`src/rtl/axil_read_config_bridge_if.sv`:
```
`default_nettype none
// ============================================================================
//  Module      : read_config_i
//  Description : Request/response interface between the AXI-Lite read bridge
//                and the read config splitter. Addresses are word indices.
//  Revision    : 1.0 - initial release
// ============================================================================
interface read_config_i #(
  parameter int ADDR_BITS = 30,
  parameter int DATA_BITS = 32
);
  logic [ADDR_BITS-1:0] read_addr;
  logic                 read_valid;
  logic                 read_ready;
  logic [DATA_BITS-1:0] resp_data;
  logic                 resp_error;
  logic                 resp_valid;
  logic                 resp_ready;

  // Bridge side: issues requests, accepts responses
  modport m (
    output read_addr, read_valid, resp_ready,
    input  read_ready, resp_data, resp_error, resp_valid
  );

  // Splitter side: accepts requests, returns responses
  modport s (
    input  read_addr, read_valid, resp_ready,
    output read_ready, resp_data, resp_error, resp_valid
  );
endinterface
`default_nettype wire

```
`src/rtl/axil_read_config_bridge.sv`:
```
`default_nettype none
// ============================================================================
//  Module      : axil_read_config_bridge
//  Description : AXI-Lite read slave that forwards aligned reads to a word
//                addressed request/response port, tracks outstanding reads,
//                answers misaligned reads in order with SLVERR and counts
//                returned SLVERR beats.
//  Revision    : 1.0 - initial release
// ============================================================================
module axil_read_config_bridge #(
  parameter int MAX_OUTSTANDING = 4,
  parameter int AXIL_ADDR_BITS  = 32,
  parameter int AXIL_DATA_BITS  = 32
) (
  input  logic                      clk,
  input  logic                      rst,
  input  logic [AXIL_ADDR_BITS-1:0] s_araddr,
  input  logic                      s_arvalid,
  output logic                      s_arready,
  output logic [AXIL_DATA_BITS-1:0] s_rdata,
  output logic [1:0]                s_rresp,
  output logic                      s_rvalid,
  input  logic                      s_rready,
  read_config_i.m                   out,
  output logic [15:0]               err_count
);

  localparam int              CNT_W         = $clog2(MAX_OUTSTANDING + 1);
  localparam int              WORD_W        = AXIL_ADDR_BITS - 2;
  localparam logic [CNT_W-1:0] C_MAX_CNT    = CNT_W'(MAX_OUTSTANDING);
  localparam logic [1:0]      C_RESP_OKAY   = 2'b00;
  localparam logic [1:0]      C_RESP_SLVERR = 2'b10;

  logic                      req_valid_q, req_valid_d;
  logic [WORD_W-1:0]         req_addr_q,  req_addr_d;
  logic [CNT_W-1:0]          cnt_q,       cnt_d;
  logic                      pend_err_q,  pend_err_d;
  logic                      rvalid_q,    rvalid_d;
  logic [AXIL_DATA_BITS-1:0] rdata_q,     rdata_d;
  logic [1:0]                rresp_q,     rresp_d;
  logic [15:0]               err_count_q, err_count_d;

  logic w_aligned, w_ar_fire, w_issue, w_out_free, w_emit_local;
  logic w_resp_ready, w_resp_fire, w_dec, w_r_fire;

  // Handshake qualifiers; a local error is emitted only once every earlier read has drained
  always_comb begin
    w_aligned    = (s_araddr[1:0] == 2'b00);
    w_out_free   = !rvalid_q || s_rready;
    w_emit_local = pend_err_q && (cnt_q == '0) && !req_valid_q && w_out_free;
    w_resp_ready = !rst && w_out_free && !w_emit_local;
    s_arready    = !rst && !req_valid_q && (cnt_q < C_MAX_CNT) && !pend_err_q;
    w_ar_fire    = s_arvalid && s_arready;
    w_issue      = !rst && req_valid_q && out.read_ready;
    w_resp_fire  = out.resp_valid && w_resp_ready;
    w_dec        = w_resp_fire && (cnt_q != '0);
    w_r_fire     = !rst && rvalid_q && s_rready;
  end

  // Next-state for request register, outstanding counter, error flag and R register
  always_comb begin
    req_valid_d = req_valid_q;
    req_addr_d  = req_addr_q;
    pend_err_d  = pend_err_q;
    cnt_d       = cnt_q;
    rvalid_d    = rvalid_q;
    rdata_d     = rdata_q;
    rresp_d     = rresp_q;
    err_count_d = err_count_q;

    if (w_ar_fire && w_aligned) begin
      req_valid_d = 1'b1;
      req_addr_d  = s_araddr[AXIL_ADDR_BITS-1:2];
    end else if (w_issue) begin
      req_valid_d = 1'b0;
    end

    if (w_ar_fire && !w_aligned) begin
      pend_err_d = 1'b1;
    end else if (w_emit_local) begin
      pend_err_d = 1'b0;
    end

    // Simultaneous issue and return leave the count unchanged; never underflow
    if (w_issue && !w_dec) begin
      cnt_d = cnt_q + 1'b1;
    end else if (!w_issue && w_dec) begin
      cnt_d = cnt_q - 1'b1;
    end

    if (w_emit_local) begin
      rvalid_d = 1'b1;
      rdata_d  = '0;
      rresp_d  = C_RESP_SLVERR;
    end else if (w_resp_fire) begin
      rvalid_d = 1'b1;
      rdata_d  = out.resp_data;
      rresp_d  = out.resp_error ? C_RESP_SLVERR : C_RESP_OKAY;
    end else if (s_rready) begin
      rvalid_d = 1'b0;
    end

    if (w_r_fire && (rresp_q == C_RESP_SLVERR) && (err_count_q != 16'hFFFF)) begin
      err_count_d = err_count_q + 16'd1;
    end
  end

  // State registers with synchronous reset
  always_ff @(posedge clk) begin
    if (rst) begin
      req_valid_q <= 1'b0;
      req_addr_q  <= '0;
      cnt_q       <= '0;
      pend_err_q  <= 1'b0;
      rvalid_q    <= 1'b0;
      rdata_q     <= '0;
      rresp_q     <= 2'b00;
      err_count_q <= 16'd0;
    end else begin
      req_valid_q <= req_valid_d;
      req_addr_q  <= req_addr_d;
      cnt_q       <= cnt_d;
      pend_err_q  <= pend_err_d;
      rvalid_q    <= rvalid_d;
      rdata_q     <= rdata_d;
      rresp_q     <= rresp_d;
      err_count_q <= err_count_d;
    end
  end

  // A downstream response with nothing outstanding is a protocol violation
  always_ff @(posedge clk) begin
    if (!rst && w_resp_fire) begin
      assert (cnt_q != '0);
    end
  end

  // Outputs are forced to their idle values for as long as reset is held
  assign s_rvalid       = rvalid_q && !rst;
  assign s_rdata        = rst ? '0 : rdata_q;
  assign s_rresp        = rst ? 2'b00 : rresp_q;
  assign err_count      = rst ? 16'd0 : err_count_q;
  assign out.read_valid = req_valid_q && !rst;
  assign out.read_addr  = rst ? '0 : req_addr_q;
  assign out.resp_ready = w_resp_ready;

endmodule
`default_nettype wire

```
`src/flat_wrapper.sv`:
```
// flat-port wrapper written by rule: the top's interface ports become plain ports
module axil_read_config_bridge_flat 
#(
  parameter int MAX_OUTSTANDING = 4,
  parameter int AXIL_ADDR_BITS  = 32,
  parameter int AXIL_DATA_BITS  = 32
)
  (clk, rst, s_araddr, s_arvalid, s_arready, s_rdata, s_rresp, s_rvalid, s_rready, err_count, out_read_addr, out_read_valid, out_resp_ready, out_read_ready, out_resp_data, out_resp_error, out_resp_valid);
  read_config_i #(.ADDR_BITS(30), .DATA_BITS(32)) out_i ();
  input  logic clk;
  input  logic rst;
  input  logic [AXIL_ADDR_BITS-1:0] s_araddr;
  input  logic s_arvalid;
  output logic s_arready;
  output logic [AXIL_DATA_BITS-1:0] s_rdata;
  output logic [1:0] s_rresp;
  output logic s_rvalid;
  input  logic s_rready;
  output logic [15:0] err_count;
  output wire logic [$bits(out_i.read_addr)-1:0] out_read_addr;
  output wire logic [$bits(out_i.read_valid)-1:0] out_read_valid;
  output wire logic [$bits(out_i.resp_ready)-1:0] out_resp_ready;
  input wire logic [$bits(out_i.read_ready)-1:0] out_read_ready;
  input wire logic [$bits(out_i.resp_data)-1:0] out_resp_data;
  input wire logic [$bits(out_i.resp_error)-1:0] out_resp_error;
  input wire logic [$bits(out_i.resp_valid)-1:0] out_resp_valid;
  assign out_read_addr = out_i.read_addr;
  assign out_read_valid = out_i.read_valid;
  assign out_resp_ready = out_i.resp_ready;
  assign out_i.read_ready = out_read_ready;
  assign out_i.resp_data = out_resp_data;
  assign out_i.resp_error = out_resp_error;
  assign out_i.resp_valid = out_resp_valid;
  axil_read_config_bridge #(.MAX_OUTSTANDING(MAX_OUTSTANDING), .AXIL_ADDR_BITS(AXIL_ADDR_BITS), .AXIL_DATA_BITS(AXIL_DATA_BITS)) u_core (.clk(clk), .rst(rst), .s_araddr(s_araddr), .s_arvalid(s_arvalid), .s_arready(s_arready), .s_rdata(s_rdata), .s_rresp(s_rresp), .s_rvalid(s_rvalid), .s_rready(s_rready), .out(out_i), .err_count(err_count));
endmodule
```
`config.mk`:
```
export PLATFORM = sky130hd
export DESIGN_NAME = axil_read_config_bridge_flat
export DESIGN_NICKNAME = d
export VERILOG_FILES = /design/src/rtl/axil_read_config_bridge_if.sv /design/src/rtl/axil_read_config_bridge.sv /design/src/flat_wrapper.sv
export SDC_FILE = /design/constraint.sdc
export NUM_CORES = 1
export LEC_CHECK = 0
export CORE_MARGIN = 5
export CORE_UTILIZATION = 46
export DETAILED_ROUTE_END_ITERATION = 10
export PLACE_DENSITY = 0.88
export SLEW_MARGIN = 10
export SYNTH_ARGS = -nofsm -noshare
export SYNTH_HDL_FRONTEND = slang
export SYNTH_SLANG_ARGS = --single-unit
```
`constraint.sdc`:
```
create_clock -name clk -period 7.1 [get_ports clk]
set_input_delay 2.13 -clock clk [delete_from_list [all_inputs] [get_ports clk]]
set_output_delay 2.13 -clock clk [all_outputs]
set_load 0.01 [all_outputs]
```
==> run_results.csv <==
group,metric,value,unit
run_status,status,"complete, no violations",
drt,wl,9330,um
clock_tree,cts_made_buffers,9,
global_routing,antenna_found_initial,0,
timing,drv_slew,0,
critical_path,end_kind,"primary output",
critical_path,required,4.97,ns
global_routing,grt_pass1_vias,3278,
global_routing,grt_pass1_wl,15300,um
min_path,hold_class,"reg2reg",
critical_path,max_stage_delay,0.56,ns
yosys,synthCells,423,
die,coreArea,0.00813,sq mm
yosys,synth_area,0.00378,sq mm
die,initial_core_util,46.5,%
clock_tree,path_clk_slew,0.09,ns
yosys,synth-edff-count,0,
drt,routed-wl-met2,4630,um
clock_tree,clk_latency,0.34,ns
power_and_ir_drop,p_seq_share,51.4,%
power_and_ir_drop,comb_power_share,14.6,%
drt,wl_met1,3760,um
critical_path,r2r_setup_slack,4.33,ns
finish,layout-drive-gt1-share,7.56,%
clock_tree,clkSinkCount,85,
drt,dr.pass1.iters,4,
die,die_area,0.0101,sq mm
place,dp_cells,658,
timing,worst_slew_pin_slew,1.05,ns
critical_path,cp_slowest_cell,"clkdlybuf4s50_1",
die,pin_count,155,
yosys,synth_nets,497,
critical_path,r2r-start,"u_core.cnt_q[0]",
die,fp.dieW,101,um
power_and_ir_drop,swShare,24.9,%
timing,tns,0,ns
global_routing,grt_overflow_total,0,
timing,rsz0062_at_grt,"false",
timing,finalClockSkew,0.0109,ns
power_and_ir_drop,p_sw,0.000249,W
yosys,synth_ff_type,"dfxtp_1",
timing,fin_crit_sh,82.4,%
job,drv_cap,0,
yosys,ys_warn_count,0,
critical_path,cp_common_cell,"clkdlybuf4s50_1",
power_and_ir_drop,p_total,0.000998,W
finish,finalNonFillerCells,674,
timing,holdWs,0.446,ns
min_path,hp-start,"u_core.rdata_q[14]",
min_path,holdPathStages,2,
die,die_h,101,um
global_routing,track_usage,18.6,%
power_and_ir_drop,leakage,2.09,nW
clock_tree,htreeDepth,3,
drt,wire_per_inst,13.8,um
critical_path,crit_type,"in2out",
drt,postRouteAntennaNets,0,
drt,via_per_inst,4.90,
global_routing,grt_start_max_net_pins,105,
power_and_ir_drop,p_clk_share,34.0,%
clock_tree,clockBufferDepth,2,
clock_tree,cts_resized,0,
timing,max_freq,0.171,GHz
power_and_ir_drop,p_int,0.000749,W
drt,top_layer_used,"met4",
timing,setup_viol_count_final,0,
critical_path,worstPathCellList,"clkdlybuf4s50_1, nand2b_1, a41oi_2, and2_1, clkdlybuf4s50_1",
timing,relSlewSlack,30.3,%
finish,final_common_cell,"clkdlybuf4s50_1",
power_and_ir_drop,p_per_area,179,mW/mm^2
yosys,syn_avg_cell_area,8.94,sq um
finish,fin_nets,638,
critical_path,worstSetupStartpointType,"input port",
clock_tree,cts_tree,"built",
timing,hold_viol_final,0,
drt,dr_total_vias,3301,
place,post-dp-hpwl,6830,um
drt,first_iter_violations,86,
finish,antenna_cells,0,
finish,mostFrequentLayoutCells,"clkdlybuf4s50_1, dfxtp_1, nor2b_1, nand2_1, o21ai_1",
yosys,synth_cell_types,45,
drt,met3_wirelength,838,um
critical_path,arrival,3.72,ns
critical_path,r2r_end,"u_core.cnt_q[2]",
drt,remaining_drc_errors,0,
clock_tree,cts_setup_buffers,0,
finish,fillers,656,
clock_tree,holdBufCountCts,0,
clock_tree,cts_root_buf,"clkbuf_8",
yosys,synth-seq-area-share,45.0,%
power_and_ir_drop,ir_drop,0.141,mV
die,rows,33,
place,io_buffers,153,
place,place_congestion,0.778,
min_path,min_to,"u_core.rdata_q[14]",
timing,min_period,5.85,ns
yosys,async_reset_ff_share,0,%
yosys,ys_ff_latch,85,
critical_path,worstRegToRegCells,11,
critical_path,path_max_fanout,3,
finish,syn_to_final_growth,47.1,%
cell usage after synthesis, drive strengths merged (2+ instances only):
master | number | area share [%]
a21oi | 4 | 0.53
a31oi | 3 | 0.50
and2 | 2 | 0.33
buf | 13 | 1.9
clkbuf | 13 | 1.3
dfxtp | 85 | 45
ha | 2 | 0.66
inv | 6 | 0.60
mux2 | 32 | 9.6
nand2 | 72 | 7.1
nand3 | 6 | 0.93
nand4 | 3 | 0.89
nor2 | 25 | 2.5
nor2b | 79 | 13
nor3 | 7 | 1.2
nor3b | 3 | 0.73
nor4 | 7 | 2.1
o21ai | 33 | 4.4
o31ai | 2 | 0.40
or3 | 2 | 0.33
xnor2 | 11 | 2.5
xor2 | 2 | 0.46
final cells by class:
| cell class | count | area (sq um) | area share [%] |
|---|---|---|---|
| well taps | 105 | 131 | 2.36 |
| multi-input cells | 306 | 1960 | 35.2 |
| repair buffers | 156 | 1550 | 27.9 |
| clock inverters | 7 | 76.3 | 1.37 |
| clock buffers | 9 | 124 | 2.23 |
| inverters | 6 | 22.5 | 0.405 |
| flip-flops and latches | 85 | 1700 | 30.6 |
power by group through the flow:
stage	clock network (W)	logic, W	registers [W]
6_report	0.000339	0.000146	0.000512
5_1_grt	0.000374	0.000160	0.000516
4_1_cts	0.000350	0.000148	0.000513
3_5_place_dp	0	0.000147	0.000524
3_3_place_gp	0	0.000144	0.000522
2_1_floorplan	0	0.0000693	0.000520
logic make-up (layout without fill, tap and decap cells):
kind of cell / count (synthesis) / count (layout) / share of synthesized area [%]
simple gates: 210 / 210 / 30.5
flops: 85 / 85 / 45.0
compound gates: 46 / 46 / 6.61
mux: 33 / 33 / 9.89
buf+inv: 32 / 178 / 3.77
xor+xnor: 13 / 13 / 3.01
fa+ha+maj: 3 / 3 / 1.19
other cells: 1 / 1 / 0.0991
critical path: cells and delay by family:
| family | cells | cell delay (ns) |
|---|---|---|
| buffers and inverters | 2 | 1.03 |
| AND/OR/NAND/NOR | 2 | 0.35 |
| AO/OA/AOI/OAI | 1 | 0.21 |
worst max path at each step:
stage                      to  cells after the start     start
3_3_place_gp   out_resp_ready                      5  s_rready
4_1_cts        out_resp_ready                      5  s_rready
5_1_grt        out_read_valid                      3       rst
3_5_place_dp   out_resp_ready                      5  s_rready
6_report       out_resp_ready                      5  s_rready
2_1_floorplan  out_resp_ready                      4       rst
per-layer routing:
metal | global-route usage (%) | vias up
met4 | 5.18 | 0
met3 | 6.23 | 8
met2 | 31.9 | 106
met5 | 0 | -
li1 | - | 1663
met1 | 21.9 | 1524
sequential cells by signal (all words and copies together), names as in the netlist:
register,flops
u_core.cnt_q,3
u_core.err_count_q,16
u_core.pend_err_q,1
u_core.rdata_q,32
u_core.req_addr_q,30
u_core.req_valid_q,1
u_core.rresp_q,1
u_core.rvalid_q,1
stage by stage:
stage | area, sq um | utilization [%] | setup slack, ns
after floorplan | 3780 | - | 1.78
after global placement | 5370 | 66.0 | 1.23
after detailed placement | 5370 | 66.0 | 1.23
after CTS | 5570 | 68.4 | 1.22
after global routing | 5570 | 68.4 | 1.14
final | 5570 | 68.4 | 1.25
Note: power is estimated with default switching activity, not from simulation.
